### config.mk
export PLATFORM = sky130hd
export DESIGN_NAME = syn_array_seq
export DESIGN_NICKNAME = d
export VERILOG_FILES = /design/src/rtl/syn_array_seq.sv
export SDC_FILE = /design/constraint.sdc
export NUM_CORES = 1
export LEC_CHECK = 0
export ABC_AREA = 1
export CAP_MARGIN = 25
export CELL_PAD_IN_SITES_DETAIL_PLACEMENT = 0
export CELL_PAD_IN_SITES_GLOBAL_PLACEMENT = 1
export CORE_ASPECT_RATIO = 1.5
export CORE_UTILIZATION = 40
export DETAILED_ROUTE_END_ITERATION = 8
export GPL_TIMING_DRIVEN = 0
export PLACE_DENSITY = 0.69
export SLEW_MARGIN = 20
export SYNTH_ARGS = -nofsm -noshare
export SYNTH_HDL_FRONTEND = slang
export SYNTH_SLANG_ARGS = --single-unit
### constraint.sdc
create_clock -name clk -period 8 [get_ports clk]
set_input_delay 0.8 -clock clk [delete_from_list [all_inputs] [get_ports clk]]
set_output_delay 0.8 -clock clk [all_outputs]
set_load 0.01 [all_outputs]
### src/rtl/syn_array_seq.sv
// Synapse-array control sequencer: replays a host-loaded program of step words onto the tile control bus.
// Optional multi-pass replay is enabled by defining SYN_SEQ_LOOP_EN (adds i_loop_cnt).
module syn_array_seq #(
    parameter int ROWS      = 8,
    parameter int COLS      = 8,
    parameter int ADDR_DMEM = 8,
    parameter int PROG_AW   = 4
) (
    input  logic                 clk,
    input  logic                 rst,
    input  logic                 i_prog_we,
    input  logic [PROG_AW-1:0]   i_prog_waddr,
    input  logic [31:0]          i_prog_wdata,
    input  logic                 i_start,
    input  logic [ROWS-1:0]      i_row_mask,
    input  logic [COLS-1:0]      i_clm_mask,
    input  logic [ADDR_DMEM-1:0] i_r_base,
    input  logic [ADDR_DMEM-1:0] i_w_base,
`ifdef SYN_SEQ_LOOP_EN
    input  logic [7:0]           i_loop_cnt,
`endif
    output logic [15:0]          o_cfgdat,
    output logic [ROWS-1:0]      o_row_en,
    output logic [COLS-1:0]      o_clm_en,
    output logic                 o_row_rd,
    output logic                 o_clm_rd,
    output logic                 o_rtm_en,
    output logic [ADDR_DMEM-1:0] o_r_addr,
    output logic [ADDR_DMEM-1:0] o_w_addr,
    output logic                 o_busy,
    output logic                 o_done
);

    typedef enum logic [1:0] {S_IDLE, S_FETCH, S_RUN, S_DONE} state_t;

    localparam logic [PROG_AW-1:0] PC_LAST = '1;

    state_t                 r_state, w_state_nxt;
    logic [PROG_AW-1:0]     r_pc;
    // Reserved bits [1:0] are never stored: word bit n lives at storage bit n-2.
    logic [29:0]            r_mem [2**PROG_AW];
    logic [29:0]            r_word;
    logic [7:0]             r_cnt;
    logic [ROWS-1:0]        r_row_mask;
    logic [COLS-1:0]        r_clm_mask;
    logic [ADDR_DMEM-1:0]   r_raddr;
    logic [ADDR_DMEM-1:0]   r_waddr;
    logic [29:0]            w_rd_word;
    logic                   w_accept;
    logic                   w_step_end;
    logic                   w_pass_end;
    logic                   w_more_pass;
    logic                   w_unused_rsvd;

    assign w_unused_rsvd = ^i_prog_wdata[1:0];
    assign w_rd_word     = r_mem[r_pc];
    assign w_accept      = (r_state == S_IDLE) && i_start;
    assign w_step_end    = (r_state == S_RUN) && (r_cnt == 8'd0);
    assign w_pass_end    = r_word[2] || (r_pc == PC_LAST);

`ifdef SYN_SEQ_LOOP_EN
    logic [7:0] r_loop;
    assign w_more_pass = (r_loop != 8'd0);

    always_ff @(posedge clk) begin
        if (rst)
            r_loop <= 8'd0;
        else if (w_accept)
            r_loop <= i_loop_cnt;
        else if (w_step_end && w_pass_end && w_more_pass)
            r_loop <= r_loop - 8'd1;
    end
`else
    assign w_more_pass = 1'b0;
`endif

    always_ff @(posedge clk) begin
        if (i_prog_we && (r_state == S_IDLE))
            r_mem[i_prog_waddr] <= i_prog_wdata[31:2];
    end

    always_ff @(posedge clk) begin
        if (rst) begin
            r_state    <= S_IDLE;
            r_pc       <= '0;
            r_word     <= '0;
            r_cnt      <= 8'd0;
            r_row_mask <= '0;
            r_clm_mask <= '0;
            r_raddr    <= '0;
            r_waddr    <= '0;
        end else begin
            r_state <= w_state_nxt;
            if (w_accept) begin
                r_pc       <= '0;
                r_row_mask <= i_row_mask;
                r_clm_mask <= i_clm_mask;
                r_raddr    <= i_r_base;
                r_waddr    <= i_w_base;
            end else if (w_step_end) begin
                r_pc <= w_pass_end ? '0 : r_pc + PROG_AW'(1);
            end
            if (r_state == S_FETCH) begin
                r_word <= w_rd_word;
                r_cnt  <= w_rd_word[13:6];
            end else if (r_state == S_RUN) begin
                r_cnt <= r_cnt - 8'd1;
                if (r_word[1])
                    r_raddr <= r_raddr + ADDR_DMEM'(1);
                if (r_word[0])
                    r_waddr <= r_waddr + ADDR_DMEM'(1);
            end
        end
    end

    always_comb begin
        w_state_nxt = r_state;
        o_cfgdat    = '0;
        o_row_en    = '0;
        o_clm_en    = '0;
        o_row_rd    = 1'b0;
        o_clm_rd    = 1'b0;
        o_rtm_en    = 1'b0;
        case (r_state)
            S_IDLE:  if (i_start) w_state_nxt = S_FETCH;
            S_FETCH: w_state_nxt = S_RUN;
            S_RUN: begin
                o_cfgdat = r_word[29:14];
                o_row_en = r_row_mask;
                o_clm_en = r_clm_mask;
                o_row_rd = r_word[5];
                o_clm_rd = r_word[4];
                o_rtm_en = r_word[3];
                if (w_step_end)
                    w_state_nxt = (w_pass_end && !w_more_pass) ? S_DONE : S_FETCH;
            end
            S_DONE:  w_state_nxt = S_IDLE;
            default: w_state_nxt = S_IDLE;
        endcase
    end

    assign o_r_addr = r_raddr;
    assign o_w_addr = r_waddr;
    assign o_busy   = (r_state != S_IDLE);
    assign o_done   = (r_state == S_DONE);

endmodule

[Yosys cells after proc, flatten, opt, wreduce, memory -nomap -nowiden]
Memory sizes are Yosys's and may differ from the RTL's. A register that Yosys moved wholly into a read port is not among the register bits.
Index checks and enable logic that the tools add are counted.
W data, S select, Z words.
Word-level totals
  flip-flop bits (word level): 76
  memory bits (writable): 480
  input bits: 72
  word-level logic and storage cells: 54
  memories: 1
Operators by class
  add/subtract/negate cells: 4
  equal/unequal tests: 6
  multiplexer cells: 25
  reduce and logical (&&, ||, !) cells: 10
Memories
  r_mem: depth 16, bits a word 30, rd ports 1, clocked after Yosys merged registers in 1, write ports 1, line 41  | logic [29:0] r_mem [2**PROG_AW];
Operator list (count)
  $mux W8: 12
  $add A8 B1 Y8 const B: 2
  $mux W16: 1
  $mux W4: 3
  $logic_not A8 Y1: 1
  $pmux W2 S4: 1
  $sub A8 B1 Y8 const B: 1
  $mux W2: 3
  $mux W1: 5
  $add A4 B1 Y4 const B: 1
  $eq A2 B2 Y1 const B: 2
  $eq A4 B4 Y1 const B: 1
  $ne A2 B2 Y1 const B: 2
  $reduce_bool A2 Y1: 2
  $logic_and A1 B1 Y1: 3
  $eq A2 B1 Y1 const B: 1
  $logic_not A2 Y1: 1
  $reduce_and A2 Y1: 1
  $reduce_or A2 Y1: 1
  $logic_or A1 B1 Y1: 1

[Depth between registers and ports, before layout]
Gate-level depths: netlist (run 1).
  word-level depth: 6
  gate-level depth with buffers: 12

[Worst setup path before layout (run 1)]
Ideal clock, no wire load.
  path type: input port to flip-flop
  start point: in i_prog_we
  end point: mem r_mem[4][0] (enable)
  library setup time: 417 ps
  data arrival time: 2350 ps
  required time: 7583 ps
  path slack: 5233 ps
  cell stages on the path: 4
  cell sequence: nand2_1 inv_1 nand3b_1 nor2_1
Between the ends
  longest elaborated chain between the ends: 3
Ends and longest elaborated chain
  start: declaration: line 11  | input logic i_prog_we,
  $logic_and A1 B1 Y1: line 78  | if (i_prog_we && (r_state == S_IDLE))
  $mux W1: line 78
  $mux W1 (not written as such): line 79  | r_mem[i_prog_waddr] <= i_prog_wdata[31:2];
  end: declaration: line 41
No other way between the ends.

[Worst setup path after layout (run 1)]
  start point: reg r_state[0]
  end point: out o_cfgdat[2]
Between the ends
  longest elaborated chain between the ends: 2
Ends and longest elaborated chain
  start: declaration: line 38  | state_t r_state, w_state_nxt;
  start signal: assignment: line 93  | r_state <= w_state_nxt;
  $eq A2 B2 Y1: line 124  | case (r_state)
  $mux W16: line 124
  end: declaration: line 22  | output logic [15:0] o_cfgdat,
No other way between the ends.

==> results of run 1 <==
==> through the flow <==
| step | hold slack, ns | setup WS, ns |
|---|---|---|
| after floorplan | 0.445 | 5.23 |
| after global placement | 0.455 | 2.89 |
| after detailed placement | 0.457 | 4.38 |
| after CTS | 0.467 | 3.71 |
| after global routing | 0.485 | 3.54 |
| final | 0.466 | 3.73 |
==> cells by family (layout without fill, tap and decap cells) <==
kind of cell | Yosys count | count (layout) | share of synthesized area [%]
AND/OR/NAND/NOR | 1171 | 1171 | 21.3
flip-flops | 552 | 552 | 69.1
buffers and inverters | 275 | 515 | 5.58
AO/OA/AOI/OAI | 119 | 119 | 3.06
XOR/XNOR | 14 | 14 | 0.534
adder cells (fa/ha/maj) | 9 | 9 | 0.491
other | 0 | 1 | 0
==> synth_stat cells, drive strengths merged (2+ instances only) <==
cell type,instances,area share (%)
nand3,372,8.1
nor3,4,0.087
o211a,2,0.087
dfxtp,72,6.3
a21oi,28,0.61
o22ai,6,0.16
inv,151,2.5
clkinv,2,0.033
a311oi,4,0.15
or2,2,0.054
buf,98,2.7
nand4,2,0.054
edfxtp,480,63
xor2,14,0.53
a211oi,5,0.16
o211ai,23,0.75
clkbuf,24,0.39
nand2,677,11
o21ai,50,1.1
ha,9,0.49
nor2,113,1.9
==> worst max-delay path by stage <==
stage / slack [ns] / endpoint / from
6_report: 3.73 / o_cfgdat[2] / r_state[0]
5_1_grt: 3.54 / o_clm_en[7] / r_state[0]
4_1_cts: 3.71 / o_cfgdat[2] / r_state[0]
3_5_place_dp: 4.38 / o_cfgdat[2] / r_state[0]
3_3_place_gp: 2.89 / r_mem[10][26] / i_prog_we
2_1_floorplan: 5.23 / r_mem[4][0] / i_prog_we
==> area by class of cell <==
class,instances,area [um^2]
fillers,5198,29200
clock inverters,29,334
well taps,763,955
multi-input cells,1313,5940
plain buffers,122,701
flip-flops and latches,552,15900
inverters,153,579
diodes,1,2.50
clock buffers,66,1410
repair buffers,145,1810
==> state kept, by name, indices dropped and copies added, names as in the netlist, 4 cells and up, named ones only <==
register / flops
r_word: 22
r_cnt: 8
r_pc: 4
r_mem: 480
o_r_addr: 8
r_clm_mask: 8
r_row_mask: 8
o_w_addr: 8
==> layer usage <==
| layer | up-vias | part of all wire [%] | routed length [um] | track usage [%] |
|---|---|---|---|---|
| met3 | 156 | 6.4 | 4590 | 3.49 |
| met1 | 7956 | 37 | 26800 | 28.0 |
| met2 | 650 | 53 | 38100 | 46.7 |
| met4 | 0 | 3.5 | 2510 | 9.51 |
| met5 | - | 0 | 0 | 0 |
| li1 | 7664 | - | - | - |
==> power breakdown <==
| group | switching, W | total [W] | internal [W] |
|---|---|---|---|
| sequential | 0.0000735 | 0.00336 | 0.00329 |
| clock | 0.00108 | 0.00255 | 0.00147 |
| combinational | 0.000759 | 0.00114 | 0.000379 |
==> critical path, cell delays in order (launching register included) <==
cell and delay [ns]:
dfxtp_1 0.33, inv_1 0.12, ha_1 0.28, clkbuf_1 0.60, clkbuf_1 0.77, nand2_1 0.13
inv_1 0.09, clkdlybuf4s50_1 0.53
==> impl_metrics.yaml, run 1 <==
placement:
  post_dp_cell_area_um2: 25800
  globalplace.congestion: 0.810
  post-dp-hpwl_mm: 49.6
  io_buffers: 121
  placed_cells: 3048
drt:
  wl_per_cell_um: 22.9
  via_per_inst: 5.22
  via_count: 16400
  drt_iter0_drc: 1323
  remaining_drc_errors: 0
  drt_wl_total_mm: 72.0
  drt_first_pass_iters: 8
  ant_nets: 0
cells_and_area:
  layout.nets: 2421
  drive_gt1_share_pct: 8.70
  finalNonFillerCells: 3144
  mostFrequentLayoutCells: "nand2_1, edfxtp_1, nand3_1, inv_1, clkdlybuf4s50_1"
  final_area_um2: 27600
  syn2layout_area_growth_pct: 20.1
  utilization_pct: 48.6
  final_common_cell: "nand2_1"
pwr:
  p_leak_nw: 10.6
  p_per_area_nw_per_um2: 256
  finalPower_w: 0.00705
  vdd_drop_max_mv: 0.167
clocking:
  post_cts_resized: 0
  clk_pin_slew_ns: 0.06
  clockBufferDepth: 3
  post_cts_buffers: 0
  postCtsHoldBufs: 0
  cts.sinks: 552
  ctsHtreeMaxLevel: 2
  clk_latency_ns: 0.61
  cts_buffers: 53
  cts-root-buf: "clkbuf_16"
  cts_tree: "done"
timing:
  slew_headroom_pct: 33.1
  finalCritPeriodShare_pct: 53.3
  setup-violations-final: 0
  worstMarginPinSlew_ns: 1.00
  rsz0062_at_grt: "false"
  fin_skew_ns: 0.0167
  finalHoldViolations: 0
  drv_slew: 0
  clock.fmax_mhz: 234
  finalSetupTns_ns: 0
  period_needed_ns: 4.27
floorplanning:
  core_um2: 56800
  die_height_um: 295
  start_util_pct: 40.4
  fp-row-count: 107
  dieWidth_um: 198
  die-area_um2: 58400
  ios: 125
synth:
  synth_area_per_cell_um2: 10.7
  syn_inst: 2140
  synth_nets: 2221
  ys_async_sr_fraction_pct: 0
  yosys_warnings: 0
  synth_area_um2: 23000
  synth-seq-area-share_pct: 69.1
  ys_seq_elements: 552
  ys.flop_type: "edfxtp_1"
  synth_cell_type_count: 32
  synth-edff-count: 480
worst_setup_path:
  cp_max_fo: 10
  r2r_setup_slack_ns: 5.55
  required_ns: 7.20
  cp-end-kind: "output pin"
  crit_type: "flip-flop to output pin"
  worst-r2r-cell-count: 7
  regToRegEndpoint: "r_mem[15][9]"
  cp-start-kind: "flip-flop"
  r2r_start: "r_state[0]"
  cp.arrival_ns: 3.47
run:
  cap_viol_max_count: 0
worst_hold_path:
  min_path_type: "flip-flop to flip-flop"
  hold_end: "r_cnt[7]"
  worstHoldStart: "r_cnt[7]"
  min_delay_path_depth: 2
grt:
  grt_start_max_net_pins: 21
  grt_pass1_vias: 16300
  grt_pass1_wl_mm: 104
  track_usage_pct: 24.8
  antenna_found_initial: 1
  overflow: 0
status:
  status: "finished, final reports clean"
No activity file was read; power rests on OpenSTA's default activity.
==> run 2, diff against run 1 <==
clock period = 3.95 ns   (was 8 ns; I/O delays follow)
==> run 2 against run 1 <==
Effect of this change:
- wire length about the same
- sequential share of layout area about the same
- combinational power increased by 100%
- cell area about the same
- clock-buffer cell count unchanged
==> impl_metrics.yaml, run 2 (synthesized netlist as in run 1, its figures left out) <==
clocking:
  cts_buffers: 53
  ctsHtreeMaxLevel: 2
  clockBufferDepth: 3
  cts_tree: "done"
  clk_latency_ns: 0.61
  cts-root-buf: "clkbuf_16"
  cts.sinks: 552
  clk_pin_slew_ns: 0.07
grt:
  antenna_found_initial: 1
  grt_pass1_wl_mm: 104
  overflow: 0
  grt_start_max_net_pins: 21
  grt_pass1_vias: 16300
  track_usage_pct: 24.8
drt:
  via_per_inst: 5.25
  wl_per_cell_um: 22.9
  drt_wl_total_mm: 72.1
  via_count: 16500
  ant_nets: 0
  remaining_drc_errors: 0
  drt_first_pass_iters: 6
  drt_iter0_drc: 1291
cells_and_area:
  n_fill_cell: 5198
  reg.largest.list: "r_mem (480), r_word (22)"
  mostFrequentLayoutCells: "nand2_1, edfxtp_1, nand3_1, inv_1, clkdlybuf4s50_1"
  multiInputGateArea_um2: 5940
  layout.nets: 2421
  utilization_pct: 48.6
  largest_reg_flops: 480
  final_common_cell: "nand2_1"
  register_area_um2: 15900
  drive_gt1_share_pct: 8.78
  syn2layout_area_growth_pct: 20.2
  top_register: "r_mem"
pwr:
  p_per_area_nw_per_um2: 518
  swShare_pct: 27.2
  p_seq_share_pct: 47.6
  internal_power_w: 0.0104
  comb_power_share_pct: 16.1
  clkPwrFrac_pct: 36.2
  p_leak_nw: 10.6
  vdd_drop_max_mv: 0.338
  p_switching_w: 0.00388
  finalPower_w: 0.0143
worst_setup_path:
  regToRegEndpoint: "r_mem[7][25]"
  cp-end-kind: "output pin"
  worst-r2r-cell-count: 8
  cp_cell_sequence: "inv_1 > ha_1 > clkbuf_1 > clkbuf_2 > nand2_1 > inv_1 > clkdlybuf4s50_1"
  path_common_cell: "inv_1"
  worst-path-buf-inv: 5
  crit_type: "flip-flop to output pin"
  r2r_start: "r_state[0]"
  slowest_delay_ns: 0.60
  cp-start-kind: "flip-flop"
  crit_slowest_cell: "clkbuf_1"
  cp_max_fo: 10
  required_ns: 3.56
  cp.arrival_ns: 3.17
  crit_family: "buffers and inverters"
  r2r_setup_slack_ns: 1.51
worst_hold_path:
  worstHoldStart: "rst"
  hold_end: "o_r_addr[5]"
  min_path_type: "input port to flip-flop"
  min_delay_path_depth: 4
timing:
  rsz0062_at_grt: "false"
  period_needed_ns: 3.56
  finalCritPeriodShare_pct: 90.2
  setup-violations-final: 0
  drv_slew: 0
  worstMarginPinSlew_ns: 1.02
  finalHoldViolations: 0
  fin_skew_ns: 0.0129
  slew_headroom_pct: 32.0
  clock.fmax_mhz: 281
placement:
  post-dp-hpwl_mm: 49.6
  globalplace.congestion: 0.810
  io_buffers: 121
status:
  status: "finished, final reports clean"
floorplanning:
  dieWidth_um: 198
  fp-row-count: 107
  ios: 125
  core_um2: 56800
  die-area_um2: 58400
  die_height_um: 295
  start_util_pct: 40.4
run:
  cap_viol_max_count: 0
==> run 2: cell type report <==
type                       instances  share of cell area (%)
antenna                            1                 0.00907
buffer                           122                    2.55
clock buffer                      66                    5.09
clock inverter                    29                    1.21
inverter                         153                    2.10
multi-input combinational       1313                    21.5
sequential                       552                    57.5
tap                              763                    3.46
timing repair buffer             145                    6.55
==> run 2: through the flow <==
| step | TNS, ns | instances | area (um^2) | hold WS (ns) | worst slack, ns |
|---|---|---|---|---|---|
| 2_1_floorplan | 0 | 2140 | 23000 | 0.445 | 1.37 |
| 3_3_place_gp | -241.40 | 3024 | 25100 | 0.455 | -0.755 |
| 3_5_place_dp | 0 | 3048 | 25800 | 0.457 | 0.731 |
| 4_1_cts | 0 | 3143 | 27600 | 0.262 | 0.0650 |
| 5_1_grt | 0 | 3143 | 27600 | 0.303 | 0.221 |
| 6_report | 0 | 3144 | 27600 | 0.289 | 0.386 |
==> run 2: how the worst max path moves through the flow <==
stage,end,from,slack [ns],depth (start not counted)
6_report,o_cfgdat[2],r_state[0],0.39,7
5_1_grt,o_clm_en[7],r_state[0],0.22,7
4_1_cts,o_cfgdat[2],r_state[0],0.06,7
3_5_place_dp,o_cfgdat[2],r_state[0],0.73,7
3_3_place_gp,r_mem[10][26],i_prog_we,-0.75,5
2_1_floorplan,r_mem[4][0],r_state[0],1.37,6
==> run 2: power groups by stage <==
stage,registers [W],clock network (W),logic [W]
finish,0.00681,0.00517,0.00231
global route,0.00684,0.00544,0.00254
CTS,0.00681,0.00523,0.00233
detailed placement,0.00693,0,0.00232
global placement,0.00693,0,0.00221
floorplan,0.00691,0,0.00129
==> run 2: tightest hold or removal path, cell delays in order <==
cell and delay (ns):
clkbuf_1 0.17, a21oi_1 0.16, o22ai_1 0.09, inv_1 0.04
==> run 2: repair_timing <==
item | in CTS | in global routing
resized for setup | 0 | 6
endpoints found under the setup margin | 0 | 20
hold buffers | 0 | 0
hold endpoints to repair | 0 | 0
setup buffers | 0 | 0
==> run 2: routing by layer <==
layer / global-route usage (%) / vias to the layer above / part of all wire, %
met5: 0 / - / 0
met4: 9.45 / 0 / 3.4
met3: 3.48 / 149 / 6.4
met2: 46.8 / 660 / 53
met1: 28.0 / 8025 / 37
li1: - / 7664 / -
==> run 3, diff against run 2 <==
CELL_PAD_IN_SITES_GLOBAL_PLACEMENT = 2   (was 1)
PLACE_DENSITY = 0.81   (was 0.69)
==> run 3 against run 2 <==
Effect of this change:
- non-clock buffer count down 2
- combinational power about the same
- utilization about the same
- die area did not move
- power is 1.2% higher
==> impl_metrics.yaml, run 3 (synthesized netlist as in run 1, its figures left out) <==
timing:
  setup-violations-final: 0
  finalSetupTns_ns: 0
  finalCritPeriodShare_pct: 94.6
  rsz0062_at_grt: "false"
  slew_headroom_pct: 37.4
  period_needed_ns: 3.74
  hold-worst-slack_ns: 0.318
  drv_slew: 0
  worstMarginPinSlew_ns: 0.940
  fin_skew_ns: 0.0236
  finalHoldViolations: 0
  clock.fmax_mhz: 268
  setup_slack_ns: 0.213
clocking:
  ctsHtreeMaxLevel: 2
  cts_buffers: 53
  cts_tree: "done"
  post_cts_buffers: 0
  postCtsHoldBufs: 0
  cts.sinks: 552
  clk_pin_slew_ns: 0.06
  post_cts_resized: 0
  clockBufferDepth: 3
  cts-root-buf: "clkbuf_16"
  clk_latency_ns: 0.62
placement:
  dpl_worst_slack_ns: 0.736
  post-dp-hpwl_mm: 49.4
  placed_cells: 3046
  globalplace.congestion: 0.802
  io_buffers: 121
worst_setup_path:
  cp_cell_sequence: "inv_1 > ha_1 > clkbuf_1 > clkbuf_1 > nand2_1 > inv_1 > clkdlybuf4s50_1"
  cp-start-kind: "flip-flop"
  cp.arrival_ns: 3.34
  regToRegEndpoint: "r_mem[6][6]"
  slowest_delay_ns: 0.64
  cp-end-kind: "output pin"
  crit_type: "flip-flop to output pin"
  crit_slowest_cell: "clkbuf_1"
  required_ns: 3.56
  worst-r2r-cell-count: 7
  r2r_setup_slack_ns: 1.21
  r2r_start: "r_state[0]"
  cp_max_fo: 10
cells_and_area:
  reg.largest.list: "r_mem (480), r_word (22)"
  n_fill_cell: 5192
  mostFrequentLayoutCells: "nand2_1, edfxtp_1, nand3_1, inv_1, clkdlybuf4s50_1"
  drive_gt1_share_pct: 8.82
  top_register: "r_mem"
  finalNonFillerCells: 3145
  largest_reg_flops: 480
  final_common_cell: "nand2_1"
  layout.nets: 2419
  syn2layout_area_growth_pct: 20.2
  n_antenna_cell: 0
grt:
  antenna_found_initial: 1
  track_usage_pct: 24.5
  grt_pass1_wl_mm: 103
  overflow: 0
  grt_start_max_net_pins: 21
  grt_pass1_vias: 16000
run:
  cap_viol_max_count: 0
floorplanning:
  core_um2: 56800
  fp-row-count: 107
  die_height_um: 295
  dieWidth_um: 198
  start_util_pct: 40.4
  ios: 125
  die-area_um2: 58400
worst_hold_path:
  hold_end: "o_r_addr[5]"
  worstHoldStart: "rst"
  min_path_type: "input port to flip-flop"
  min_delay_path_depth: 4
drt:
  via_per_inst: 5.17
  via_count: 16300
  wl_per_cell_um: 22.6
  drt_iter0_drc: 1022
  drt_wl_total_mm: 71.0
  ant_nets: 0
  drt_first_pass_iters: 5
  remaining_drc_errors: 0
status:
  status: "finished, final reports clean"
pwr:
  p_per_area_nw_per_um2: 524
  vdd_drop_max_mv: 0.335
  p_leak_nw: 10.6
[run 3: cell count changes in the layout (fill, tap and decap cells not counted), sizes merged]
cell	change
diode	-1
clkbuf	-6
buf	-2
inv	+2
clkinv	+7
clkinvlp	-1
bufinv	+2
[run 3: layout make-up]
type | count | area (um^2) | area share (%)
clock buffers | 60 | 1370 | 4.98
repair buffers | 143 | 1730 | 6.29
well taps | 763 | 955 | 3.46
flip-flops and latches | 552 | 15900 | 57.5
inverters | 153 | 579 | 2.10
clock inverters | 39 | 448 | 1.62
plain buffers | 122 | 702 | 2.54
multi-input cells | 1313 | 5940 | 21.5
[run 3: worst max-delay path by stage]
stage | from | depth (start not counted) | to | slack (ns)
6_report | r_state[0] | 7 | o_cfgdat[1] | 0.21
5_1_grt | r_state[0] | 7 | o_row_en[4] | 0.0007
4_1_cts | r_state[0] | 7 | o_cfgdat[10] | 0.08
3_5_place_dp | r_state[0] | 7 | o_cfgdat[10] | 0.74
3_3_place_gp | i_prog_we | 5 | r_mem[6][6] | -0.99
2_1_floorplan | r_state[0] | 6 | r_mem[4][0] | 1.37
[run 3: report_power, final]
group / internal, W / total [W] / switching, W
Clock: 0.00310 / 0.00537 / 0.00227
Combinational: 0.000763 / 0.00228 / 0.00152
Sequential: 0.00666 / 0.00680 / 0.000147
Total: 0.0105 / 0.0145 / 0.00393
[run 3: metal layers]
layer	wire length, um	track usage, %	vias to the layer above
li1	-	-	7680
met1	26700	27.8	7964
met2	38000	46.0	491
met3	3270	2.73	137
met4	2920	10.7	2
met5	13	0	-
[run 3: per-stage QoR]
stage / total power [W] / utilization [%] / instance area [um^2]
global route: 0.0150 / 48.6 / 27600
global placement: 0.00914 / 44.3 / 25100
CTS: 0.0146 / 48.6 / 27600
finish: 0.0145 / 48.6 / 27600
detailed placement: 0.00923 / 45.4 / 25800
floorplan: 0.00820 / - / 23000
[run 3: critical path: cells and delay by family, from the launching register on]
| kind | cells | cell delay [ns] |
|---|---|---|
| flops | 1 | 0.33 |
| buf+inv | 5 | 1.96 |
| simple gates | 1 | 0.13 |
| fa+ha+maj | 1 | 0.27 |
